[config.mk]
export PLATFORM = sky130hd
export DESIGN_NAME = fir_lane_serializer
export DESIGN_NICKNAME = d
export VERILOG_FILES = /design/src/rtl/fir_lane_serializer.sv
export SDC_FILE = /design/constraint.sdc
export NUM_CORES = 1
export LEC_CHECK = 0
export ABC_AREA = 1
export CELL_PAD_IN_SITES_DETAIL_PLACEMENT = 0
export CELL_PAD_IN_SITES_GLOBAL_PLACEMENT = 1
export CORE_MARGIN = 1.5
export CORE_UTILIZATION = 38
export CTS_CLUSTER_SIZE = 30
export DETAILED_ROUTE_END_ITERATION = 10
export HOLD_SLACK_MARGIN = 0.05
export PLACE_DENSITY_LB_ADDON = 0.08
export SYNTH_ARGS = -nofsm -noshare
export SYNTH_HDL_FRONTEND = slang
export SYNTH_SLANG_ARGS = --single-unit
[constraint.sdc]
create_clock -name CLK -period 5.5 [get_ports CLK]
set_clock_uncertainty 0.1 [all_clocks]
set_input_delay 0.55 -clock CLK [delete_from_list [all_inputs] [get_ports CLK]]
set_output_delay 0.55 -clock CLK [all_outputs]
set_load 0.01 [all_outputs]
[src/rtl/fir_lane_serializer.sv]
// fir_lane_serializer: buffers 3-lane FIR output triples in a small FIFO and
// replays them as a one-sample-per-cycle valid/ready stream (lane 0, 1, 2).
module fir_lane_serializer #(
  parameter int NB    = 8,
  parameter int DEPTH = 4
) (
  input  logic          CLK,
  input  logic          RST,
  input  logic          VIN,
  input  logic [NB-1:0] DIN_0,
  input  logic [NB-1:0] DIN_1,
  input  logic [NB-1:0] DIN_2,
  output logic          RDY_OUT,
  output logic [NB-1:0] DOUT,
  output logic          VOUT,
  input  logic          RDY,
  output logic          OVF
);

  localparam int PW = (DEPTH > 1) ? $clog2(DEPTH) : 1;
  localparam int CW = $clog2(DEPTH + 1);

  // Entry layout is {lane2, lane1, lane0}; storage is data only, never reset.
  logic [3*NB-1:0] mem [DEPTH];
  logic [PW-1:0]   wr_ptr;
  logic [PW-1:0]   rd_ptr;
  logic [CW-1:0]   count;
  logic [1:0]      lane_cnt;
  logic            ovf;

  logic            full;
  logic            wr_en;
  logic            xfer;
  logic            pop;
  logic [3*NB-1:0] head;

  // Handshake decisions; full comes only from the registered count so a
  // same-cycle pop never opens room for a write.
  always_comb begin
    full  = (count == CW'(DEPTH));
    wr_en = VIN && !full;
    xfer  = (count != '0) && RDY;
    pop   = xfer && (lane_cnt == 2'd2);
  end

  // Storage write port.
  always_ff @(posedge CLK) begin
    if (wr_en) begin
      mem[wr_ptr] <= {DIN_2, DIN_1, DIN_0};
    end
  end

  // Control state: pointers, fill count, lane counter and sticky overflow.
  always_ff @(posedge CLK) begin
    if (RST) begin
      wr_ptr   <= '0;
      rd_ptr   <= '0;
      count    <= '0;
      lane_cnt <= 2'd0;
      ovf      <= 1'b0;
    end else begin
      if (wr_en) begin
        wr_ptr <= wr_ptr + PW'(1);
      end
      if (VIN && full) begin
        ovf <= 1'b1;
      end
      if (xfer) begin
        lane_cnt <= (lane_cnt == 2'd2) ? 2'd0 : lane_cnt + 2'd1;
      end
      if (pop) begin
        rd_ptr <= rd_ptr + PW'(1);
      end
      if (wr_en && !pop) begin
        count <= count + CW'(1);
      end else if (pop && !wr_en) begin
        count <= count - CW'(1);
      end
    end
  end

  // First-word-fall-through read side: pick the current lane of the head entry.
  always_comb begin
    head = mem[rd_ptr];
    DOUT = head[NB-1:0];
    case (lane_cnt)
      2'd1:    DOUT = head[2*NB-1:NB];
      2'd2:    DOUT = head[3*NB-1:2*NB];
      default: DOUT = head[NB-1:0];
    endcase
    VOUT    = (count != '0);
    RDY_OUT = !full;
    OVF     = ovf;
  end

endmodule

# [Word level (Yosys, flattened, before mapping)]
# Memory sizes are Yosys's and may differ from the RTL's. A register that Yosys moved wholly into a read port is not among the register bits.
# Cells that the tools add are included.
[word_totals] reg_bits=10 ram_bits=96 inputBits=28 out_inout_bits=11 mem_count=1
[mem_list] name="mem" depth=4 width=24 read_ports=1 rd_clocked_by_memory_dff=1 write_ports=1 line_no="24" source="logic [3*NB-1:0] mem [DEPTH];"
[op_classes] addsub=5 n_eq_ne=3 muxes=8 reduce_logical=11
[ops] operator="8-bit case mux with 2 select lines" count=1
[ops] operator="2-bit by 1-bit adder with 2-bit output (second input constant)" count=3
[ops] operator="1-bit logical AND" count=6
[ops] operator="2-bit two-way mux" count=3
[ops] operator="3-bit two-way mux" count=2
[ops] operator="3-bit by 1-bit adder with 3-bit output (second input constant)" count=1
[ops] operator="3-bit equality test (second input constant)" count=1
[ops] operator="1-bit zero test" count=3
[ops] operator="3-bit nonzero test" count=1
[ops] operator="3-bit by 1-bit subtractor with 3-bit output (second input constant)" count=1
[ops] operator="2-bit by 1-bit equality test with 1-bit output (second input constant)" count=1
[ops] operator="2-bit equality test (second input constant)" count=1
[ops] operator="1-bit two-way mux" count=2
[ops] operator="2-bit nonzero test" count=1

# [Depth between registers and ports, before layout]
# Gate-level depths: netlist of run 1.
[depth] depth_word=7 mapped_depth=12 depth_no_buf=12

# [Worst setup path after synthesis of run 1]
# Ideal clock, no wire load.
[synth_path] kind="reg2reg" start="register count[0]" end="memory mem[0][0] in the netlist's numbering (enable)" arrival_ns=1.795 required_ns=4.995 slack_ns=3.200 path_stages_with_launch=5 n_path_buf=0 synth_period_minus_slack_ns=2.300 cell_sequence="dfxtp_1 -> inv_1 -> nand3_1 -> nand2_1 -> nor2_1"
[synth_between] elab_chain_len=5
[synth_rtl] item="from (decl)" line_no="27" source="logic [CW-1:0] count;"
[synth_rtl] item="from (signal assigned)" line_no="75" source="count <= count + CW'(1);"
[synth_rtl] item="from (signal assigned)" line_no="77" source="count <= count - CW'(1);"
[synth_rtl] item="3-bit equality test" line_no="40" source="full = (count == CW'(DEPTH));"
[synth_rtl] item="1-bit zero test"
[synth_rtl] item="net RDY_OUT" line_no="13" source="output logic RDY_OUT,"
[synth_rtl] item="1-bit logical AND" line_no="41" source="wr_en = VIN && !full;"
[synth_rtl] item="1-bit two-way mux" line_no="48" source="if (wr_en) begin"
[synth_rtl] item="1-bit two-way mux (not written as such)" line_no="49" source="mem[wr_ptr] <= {DIN_2, DIN_1, DIN_0};"
[synth_rtl] item="to (decl)" line_no="24"
# The timed path passes the listed nets, and every way through them passes these cells.

==> results of run 1 <==
-- cells in the final DEF, fill, tap and decap left out --
cell type | synthesis | final
nand2_1 | 132 | 132
edfxtp_1 | 96 | 96
inv_1 | 60 | 60
nand3_1 | 44 | 44
clkdlybuf4s50_1 | 0 | 38
nor2_1 | 16 | 12
dfxtp_1 | 12 | 11
o21ai_0 | 10 | 10
ha_1 | 9 | 9
clkbuf_16 | 0 | 9
o22ai_1 | 8 | 8
a21oi_1 | 7 | 7
o21ai_1 | 6 | 6
nor2_4 | 0 | 4
a211oi_1 | 4 | 4
buf_4 | 0 | 3
clkbuf_1 | 2 | 2
inv_6 | 0 | 2
inv_2 | 1 | 1
xor2_1 | 1 | 1
o21a_1 | 1 | 1
nand4_1 | 1 | 1
fa_1 | 1 | 1
dfxtp_2 | 0 | 1
clkinv_1 | 0 | 1
bufinv_16 | 0 | 1
clkinvlp_4 | 0 | 1
-- area by class of cell --
cell class | count | area [sq um] | area share, %
Clock buffer | 11 | 232.7 | 4.324
Timing Repair Buffer | 41 | 402.9 | 7.485
Inverter | 61 | 229.0 | 4.254
Clock inverter | 5 | 58.81 | 1.093
Multi-Input combinational cell | 240 | 1156 | 21.48
Tap cell | 143 | 178.9 | 3.324
Sequential cell | 108 | 3124 | 58.04
-- worst paths after layout --
check                           depth (start not counted)  startpoint       end  slack (ns)
worst max-delay path                                   10    register   DOUT[5]        1.96
worst min-delay path                                    2         OVF       OVF        0.35
worst max register to register                         12    count[0]  count[2]        3.18
worst min register to register                          2         OVF       OVF        0.35
-- per-layer routing --
layer | wire length (microns) | track usage, %
met3 | 356 | 4.713
met5 | 0 | 0
met2 | 4467 | 26.18
met1 | 4635 | 22.16
met4 | 121 | 5.667
-- power by group through the flow --
stage               clock [mW]  sequential [mW]  combinational (mW)
floorplan                    0            0.997               0.198
finish                   0.636            0.983               0.345
global placement             0            0.999               0.352
global route             0.689            0.989               0.391
detailed placement           0             1.00               0.352
CTS                      0.656            0.984               0.354
-- stage by stage --
stage | instance area [sq um] | hold slack [ns] | setup WS, ns | power (mW)
6_report | 5383 | 0.3525 | 1.959 | 1.965
2_1_floorplan | 4597 | 0.3712 | 3.200 | 1.195
3_3_place_gp | 5091 | 0.3361 | 2.342 | 1.351
3_5_place_dp | 5091 | 0.3446 | 2.292 | 1.353
4_1_cts | 5383 | 0.3547 | 1.892 | 1.993
5_1_grt | 5383 | 0.4178 | 1.693 | 2.069
-- cells by family after synthesis --
kind of cell | count (synthesis)
compound gates | 36
xor+xnor | 1
fa+ha+maj | 10
buf+inv | 79
flops | 108
simple gates | 193
-- state kept, by name, indices dropped and copies added, names as in the netlist, named ones only --
name / flops
count: 3
OVF: 1
mem: 96
wr_ptr: 2
lane_cnt: 2
rd_ptr: 2
-- worst min-delay path, cell delays in order (launching register included) --
cell and delay, ns:
dfxtp_1 0.31, inv_1 0.04, a21oi_1 0.05
==> impl_metrics.py, run 1 <==
metrics = {
    "outcome": {
        "status": "finished, final reports clean",
    },
    "flow_run": {
        "max_cap_violations": 0,
    },
    "logic_synthesis": {
        "synth.area.top_cells": "edfxtp_1 63%, nand2_1 11%, dfxtp_1 5.2%",
        "yosysTopAreaCell": "edfxtp_1",
        "synth_ff_type": "edfxtp_1",
        "synth_fa_ha_area_share_pct": 2.885,
        "synthSimpleGateAreaFrac_pct": 17.01,
        "synth.distinct_cells": 20,
        "ys_warn_count": 0,
        "synth_top_area_share_pct": 62.71,
        "synthArstFlopShare_pct": 0,
        "ys_ff_latch": 108,
        "synth-seq-area-share_pct": 67.94,
        "synth_xor_xnor_area_share_pct": 0.1905,
        "synth_mux_area_share_pct": 0,
        "synth.cells.most_frequent": "132 x nand2_1, 96 x edfxtp_1, 60 x inv_1, 44 x nand3_1, 16 x nor2_1",
        "synth_compound_area_share_pct": 4.409,
        "synth.most_common_cell": "nand2_1",
        "synth_top_family_by_area": "simple AND/OR/NAND/NOR gates",
        "syn-cell-area_sq_mm": 0.004597,
        "synth.avg_cell_area_sq_um": 10.77,
        "synth_cells": 427,
        "synth-edff-count": 96,
        "synth_nets": 465,
    },
    "power_and_ir_drop": {
        "internal-power_mw": 1.451,
        "sw_frac_of_total_pct": 26.13,
        "vdd_drop_max_v": 0.0001887,
        "p_seq_share_pct": 50.0,
        "power_switching_mw": 0.5134,
        "clock_power_share_pct": 32.4,
        "leakagePower_nw": 2.106,
        "combPwrFrac_pct": 17.6,
        "p_per_area_mw_per_mm2": 365.0,
    },
    "drt": {
        "drtIter0Drc": 206,
        "via_per_inst": 4.750,
        "antenna_left": 0,
        "drc": 0,
        "via_count": 2893,
        "drt_wl_total_microns": 9581,
        "wl_per_cell_microns": 15.73,
        "drtPass1Iterations": 4,
    },
    "cts": {
        "tritoncts": "done",
        "postCtsResizedCells": 0,
        "clockBufferDepth": 2,
        "cts.reportedPaths.clkPinSlew_ns": 0.07,
        "cts_made_buffers": 9,
        "cts_setup_buffers": 0,
        "htreeDepth": 3,
        "hold_buffers": 0,
        "cts-root-buf": "clkbuf_16",
        "clk_latency_ns": 0.35,
        "clock-sinks": 108,
    },
    "global_routing": {
        "overflow": 0,
        "grt_start_max_net_pins": 58,
        "first_global_vias": 2837,
        "grt_pass1_wl_microns": 15610,
        "grtUsageTotal_pct": 16.58,
        "grt_antenna_before_repair": 0,
    },
    "floorplanning": {
        "start_util_pct": 39.58,
        "top_level_ports": 39,
        "core_sq_mm": 0.01161,
        "dieArea_sq_mm": 0.01277,
        "die_h_microns": 113.0,
        "die_w_microns": 113.0,
        "rows": 39,
    },
    "layout": {
        "post-route-util_pct": 46.35,
        "layout-drive-gt1-share_pct": 4.721,
        "nNetsFinal": 499,
        "finalNonFillerCells": 609,
        "antenna_cells": 0,
        "fillers": 1099,
        "synthToLayoutAreaGrowth_pct": 17.09,
    },
    "timing": {
        "rsz0062_at_grt": "false",
        "min_period_over_period_pct": 64.39,
        "hold_viol": 0,
        "max-slew-margin-rel_pct": 42.16,
        "final.setup.tns_ns": 0,
        "slew_violations": 0,
        "period_needed_ns": 3.541,
        "fmax_mhz": 282.4,
        "setup_viol": 0,
        "worst_pin_slew_ns": 0.8656,
    },
    "place": {
        "hpwlAfterDp_microns": 5890,
        "place_congestion": 0.7060,
        "port_buffers": 38,
        "dp_cells": 593,
    },
    "setup_path": {
        "cp_cell_sequence": "buf_4 -> inv_1 -> buf_4 -> nand2_1 -> nand3_1 -> nand3_1 -> nand2_1 -> nand2_1 -> nand2_1 -> clkdlybuf4s50_1",
        "cp.buffers_inverters": 4,
        "crit_fanout": 57,
        "endpoint_kind": "output port",
        "critPathLaunchType": "register",
        "required_ns": 4.85,
        "slowest_stage": "clkdlybuf4s50_1",
        "crit_type": "reg2out",
        "critical_path.top_delay_family": "buffers and inverters",
        "crit_top_cell": "nand2_1",
        "crit_arrival_ns": 2.89,
        "slowest_delay_ns": 0.53,
    },
    "min_path": {
        "holdCritPathClass": "reg2reg",
    },
}
Power figures use the tool's default switching activity.
==> inputs of run 2 (changes only) <==
clock period = 3 ns   (was 5.5 ns; I/O delays follow)
==> run 2 against run 1 <==
Net effect: critical path depth is 4 lower; register-to-register slack worse by 2.4 ns; clock power is 92% higher; cell area is 0.91% higher; sequential share of layout area is 0.52 points lower; sequential power is 83% higher; die area stayed put; cell count is 1.1% higher; clock-buffer cell count is 1 lower; critical path type unchanged; critical endpoint is now DOUT[3].
==> impl_metrics.py, run 2 (same netlist as run 1, synthesis figures left out) <==
metrics = {
    "layout": {
        "antenna_cells": 0,
        "synthToLayoutAreaGrowth_pct": 18.15,
        "final_common_cell": "nand2_1",
        "multi_input_area_sq_mm": 0.001136,
        "nNetsFinal": 506,
        "finalNonFillerCells": 616,
        "most-common-layout-cells": "132 x nand2_1, 96 x edfxtp_1, 60 x inv_1, 44 x nand3_1, 38 x clkdlybuf4s50_1",
        "fillers": 1116,
        "seq_area_sq_mm": 0.003124,
        "largest_register_ffs": 96,
        "top_register": "mem",
        "layout-drive-gt1-share_pct": 6.342,
        "top_regs": "mem: 96 flops, count: 3 flops",
    },
    "cts": {
        "postCtsResizedCells": 0,
        "clockBufferDepth": 2,
        "cts_made_buffers": 9,
        "cts.reportedPaths.clkPinSlew_ns": 0.07,
        "clock-sinks": 108,
        "htreeDepth": 3,
        "clk_latency_ns": 0.35,
        "tritoncts": "done",
        "cts_setup_buffers": 0,
        "cts-root-buf": "clkbuf_16",
        "hold_buffers": 0,
    },
    "min_path": {
        "whs_endpoint": "OVF",
        "min_from": "OVF",
        "min_path_cells": 2,
        "holdCritPathClass": "reg2reg",
    },
    "setup_path": {
        "slowest_delay_ns": 0.53,
        "rr_endpoint": "count[2]",
        "crit_type": "reg2out",
        "reg2reg_from": "lane_cnt[0]",
        "reg2reg_slack_ns": 0.74,
        "required_ns": 2.60,
        "r2r_cells": 11,
        "slowest_stage": "clkdlybuf4s50_1",
        "critPathLaunchType": "register",
        "crit_arrival_ns": 2.28,
        "endpoint_kind": "output port",
        "cp_cell_sequence": "inv_1 -> ha_1 -> inv_1 -> nand2_1 -> nand2_1 -> clkdlybuf4s50_1",
        "crit_fanout": 9,
    },
    "global_routing": {
        "grt_antenna_before_repair": 0,
        "overflow": 0,
        "grt_pass1_wl_microns": 14950,
        "first_global_vias": 2777,
        "grtUsageTotal_pct": 15.98,
        "grt_start_max_net_pins": 39,
    },
    "drt": {
        "drt_wl_total_microns": 9445,
        "wl_per_cell_microns": 15.33,
        "antenna_left": 0,
        "drtPass1Iterations": 4,
        "wl_met2_microns": 4359,
        "top_layer": "met4",
        "drtIter0Drc": 156,
        "via_count": 2898,
        "met1Wirelength_microns": 4615,
        "routed-wl-met3_microns": 290,
        "drc": 0,
        "via_per_inst": 4.705,
    },
    "timing": {
        "final.setup.tns_ns": 0,
        "worst_pin_slew_ns": 0.4538,
        "slew_violations": 0,
        "fmax_mhz": 373.3,
        "max-slew-margin-rel_pct": 69.65,
        "rsz0062_at_grt": "false",
        "setup_viol": 0,
        "hold_viol": 0,
        "period_needed_ns": 2.679,
        "min_period_over_period_pct": 89.29,
    },
    "power_and_ir_drop": {
        "combPwrFrac_pct": 17.3,
        "p_seq_share_pct": 49.2,
        "p_per_area_mw_per_mm2": 672.7,
        "internal-power_mw": 2.740,
        "leakagePower_nw": 2.156,
        "vdd_drop_max_v": 0.0004790,
        "sw_frac_of_total_pct": 25.02,
        "clock_power_share_pct": 33.5,
        "power_switching_mw": 0.9142,
    },
    "place": {
        "dp_cells": 600,
        "port_buffers": 38,
        "hpwlAfterDp_microns": 5911,
        "place_congestion": 0.7087,
    },
    "floorplanning": {
        "rows": 39,
        "top_level_ports": 39,
        "dieArea_sq_mm": 0.01277,
        "die_w_microns": 113.0,
        "core_sq_mm": 0.01161,
        "start_util_pct": 39.58,
        "die_h_microns": 113.0,
    },
    "flow_run": {
        "max_cap_violations": 0,
    },
    "outcome": {
        "status": "finished, final reports clean",
    },
}
==> run 2: cell types whose count changed in the layout (fill, tap and decap cells not counted), sizes merged <==
cell	delta
buf	+7
clkinv	+3
inv	-2
bufinv	+1
clkbuf	-1
clkinvlp	-1
==> run 2: cell type report <==
cell class | count | share of cell area (%)
Timing Repair Buffer | 48 | 8.385
Inverter | 61 | 4.216
Tap cell | 143 | 3.294
Clock buffer | 10 | 4.216
Multi-Input combinational cell | 240 | 20.92
Sequential cell | 108 | 57.52
Clock inverter | 6 | 1.451
==> run 2: how the worst max path moves through the flow <==
stage / from / endpoint / cells past startpoint
3_3_place_gp: VIN / count[2] / 11
5_1_grt: lane_cnt[0] / DOUT[2] / 6
4_1_cts: lane_cnt[0] / DOUT[3] / 6
2_1_floorplan: count[0] / mem[0][0] / 4
6_report: lane_cnt[0] / DOUT[3] / 6
3_5_place_dp: VIN / count[2] / 11
==> run 2: critical path: cells and delay by family (launching register included) <==
family / cells / cell delay, ns
adder cells (fa/ha/maj): 1 / 0.43
buffers and inverters: 3 / 0.92
flip-flops: 1 / 0.36
AND/OR/NAND/NOR: 2 / 0.21
==> run 2: through the flow <==
step / instance area, sq um / total power [mW] / hold slack [ns] / setup slack (ns) / utilization, %
after floorplan: 4597 / 2.192 / 0.2989 / 0.7004 / -
after global placement: 5124 / 2.473 / 0.3360 / 0.6692 / 44.12
after detailed placement: 5124 / 2.476 / 0.3456 / 0.6510 / 44.12
after CTS: 5431 / 3.702 / 0.3555 / 0.2858 / 46.77
after global routing: 5431 / 3.832 / 0.3986 / 0.1885 / 46.77
final: 5431 / 3.654 / 0.3550 / 0.3214 / 46.77
==> run 2: power by group through the flow <==
stage | sequential [mW] | clock, mW | combinational [mW]
floorplan | 1.83 | 0 | 0.363
global placement | 1.83 | 0 | 0.642
detailed placement | 1.83 | 0 | 0.643
CTS | 1.80 | 1.26 | 0.646
global route | 1.81 | 1.31 | 0.713
finish | 1.80 | 1.22 | 0.632
==> run 2: per-layer routing <==
metal	track usage (%)	vias to the layer above
met1	21.20	1358
met2	25.41	38
li1	-	1489
met4	6.667	0
met5	0	-
met3	3.803	13
==> inputs of run 3 (changes only) <==
clock period = 2.7 ns   (was 3 ns; I/O delays follow)
==> run 3 against run 2 <==
Net effect: critical path type unchanged; worst hold slack got worse by 0.0022 ns; clock-buffer cell count rose by 2; largest cell class unchanged; sequential cell count did not move; die area did not move; non-clock buffer count rose by 6; largest power group unchanged; combinational power rose by 14%; setup slack got worse by 0.095 ns.
==> impl_metrics.py, run 3 (same netlist as run 1, synthesis figures left out) <==
metrics = {
    "outcome": {
        "status": "finished, final reports clean",
    },
    "setup_path": {
        "slowest_delay_ns": 0.53,
        "crit_type": "reg2out",
        "cp.depth": 6,
        "crit_fanout": 9,
        "r2r_cells": 12,
        "critical_path.top_delay_family": "buffers and inverters",
        "reg2reg_slack_ns": 0.51,
        "crit_top_cell": "nand2_1",
        "cp.buffers_inverters": 3,
        "slowest_stage": "clkdlybuf4s50_1",
        "required_ns": 2.33,
        "critPathLaunchType": "register",
        "endpoint_kind": "output port",
        "cp_cell_sequence": "inv_1 -> ha_2 -> inv_2 -> nand2_1 -> nand2_1 -> clkdlybuf4s50_1",
        "crit_arrival_ns": 2.10,
    },
    "layout": {
        "most-common-layout-cells": "132 x nand2_1, 96 x edfxtp_1, 59 x inv_1, 44 x nand3_1, 37 x clkdlybuf4s50_1",
        "largest_register_ffs": 96,
        "top_regs": "mem: 96 flops, count: 3 flops",
        "synthToLayoutAreaGrowth_pct": 19.84,
        "finalNonFillerCells": 622,
        "antenna_cells": 0,
        "top_register": "mem",
        "nNetsFinal": 512,
        "final_area_sq_mm": 0.005509,
        "final_common_cell": "nand2_1",
        "layout-drive-gt1-share_pct": 8.142,
    },
    "cts": {
        "clockBufferDepth": 2,
        "cts_made_buffers": 9,
        "clock-sinks": 108,
        "htreeDepth": 3,
        "tritoncts": "done",
        "cts.reportedPaths.clkPinSlew_ns": 0.07,
        "clk_latency_ns": 0.36,
        "cts-root-buf": "clkbuf_16",
    },
    "power_and_ir_drop": {
        "internal-power_mw": 3.093,
        "p_seq_share_pct": 48.3,
        "combPwrFrac_pct": 17.4,
        "p_per_area_mw_per_mm2": 752.5,
        "leakagePower_nw": 2.203,
        "vdd_drop_max_v": 0.0003364,
        "power_mw": 4.145,
        "clock_power_share_pct": 34.3,
        "power_switching_mw": 1.053,
        "sw_frac_of_total_pct": 25.39,
    },
    "place": {
        "dp_cells": 600,
        "place_area_sq_mm": 0.005136,
        "hpwlAfterDp_microns": 6119,
        "port_buffers": 38,
        "place_congestion": 0.6918,
    },
    "drt": {
        "wl_per_cell_microns": 15.81,
        "drt_wl_total_microns": 9831,
        "drtPass1Iterations": 4,
        "via_per_inst": 4.764,
        "antenna_left": 0,
        "drc": 0,
        "drtIter0Drc": 169,
        "via_count": 2963,
    },
    "timing": {
        "worst_pin_slew_ns": 0.4415,
        "min_period_over_period_pct": 91.63,
        "period_needed_ns": 2.474,
        "hold_viol": 0,
        "rsz0062_at_grt": "false",
        "setup_viol": 0,
        "slew_violations": 0,
        "max-slew-margin-rel_pct": 70.47,
        "fmax_mhz": 404.2,
        "final.setup.tns_ns": 0,
    },
    "floorplanning": {
        "die_h_microns": 113.0,
        "core_sq_mm": 0.01161,
        "top_level_ports": 39,
        "dieArea_sq_mm": 0.01277,
        "start_util_pct": 39.58,
        "die_w_microns": 113.0,
        "rows": 39,
    },
    "global_routing": {
        "grt_start_max_net_pins": 27,
        "first_global_vias": 2937,
        "grt_pass1_wl_microns": 15670,
        "overflow": 0,
        "grtUsageTotal_pct": 16.73,
        "grt_antenna_before_repair": 0,
    },
    "min_path": {
        "min_path_cells": 2,
        "holdCritPathClass": "reg2reg",
    },
    "flow_run": {
        "max_cap_violations": 0,
    },
}
[run 3: cell count changes in the layout (fill, tap and decap cells not counted), moves of 2 or more]
cell	delta
clkinv_2	-2
ha_2	+2
ha_1	-2
buf_4	+4
[run 3: timing repair]
action	4_1_cts	5_1_grt
hold endpoints to repair	0	0
setup endpoints to repair	8	8
buffers inserted	0	6
hold buffers	0	0
pin swaps	0	0
gates resized for setup	1	4
[run 3: worst paths after layout]
check / start / to
worst max-delay path: lane_cnt[0] / DOUT[3]
worst min-delay path: OVF / OVF
worst max register to register: count[0] / count[2]
worst min register to register: OVF / OVF
[run 3: final cells by class]
type,instances,area (sq um)
Sequential cell,108,3127
Fill cell,1091,6105
Clock buffer,12,246.5
Tap cell,143,178.9
Multi-Input combinational cell,240,1141
Inverter,61,229.0
Clock inverter,4,73.82
Timing Repair Buffer,54,513.0
[run 3: worst register-to-register path: stages (launching register included)]
cell,delay [ns]
dfxtp_1,0.39
inv_1,0.10
nand3_1,0.09
nand2_1,0.21
inv_1,0.17
ha_1,0.18
inv_1,0.07
fa_1,0.38
inv_1,0.07
nand2_1,0.04
nand3_1,0.10
a21oi_1,0.07
o21a_1,0.12
[run 3: routing by layer]
layer  GRT usage (%)  share of wire, %  routed length [microns]
met1           21.53                49                     4774
met2           26.59                46                     4538
met3           5.678               3.9                      382
met4           5.917               1.4                      136
met5               0                 0                        0
[run 3: per-stage QoR]
stage	utilization, %	setup slack [ns]	hold WS (ns)
detailed placement	44.23	0.3322	0.3499
CTS	46.98	0.02560	0.3602
finish	47.44	0.2260	0.3528
global placement	44.23	0.3401	0.3362
floorplan	-	0.4004	0.2689
global route	47.44	0.02965	0.3885
[run 3: power groups by stage]
stage	logic, mW	registers, mW	clock network [mW]
final	0.722	2.00	1.42
after global routing	0.818	2.01	1.52
after CTS	0.725	2.00	1.46
after detailed placement	0.720	2.04	0
after global placement	0.718	2.04	0
after floorplan	0.404	2.03	0
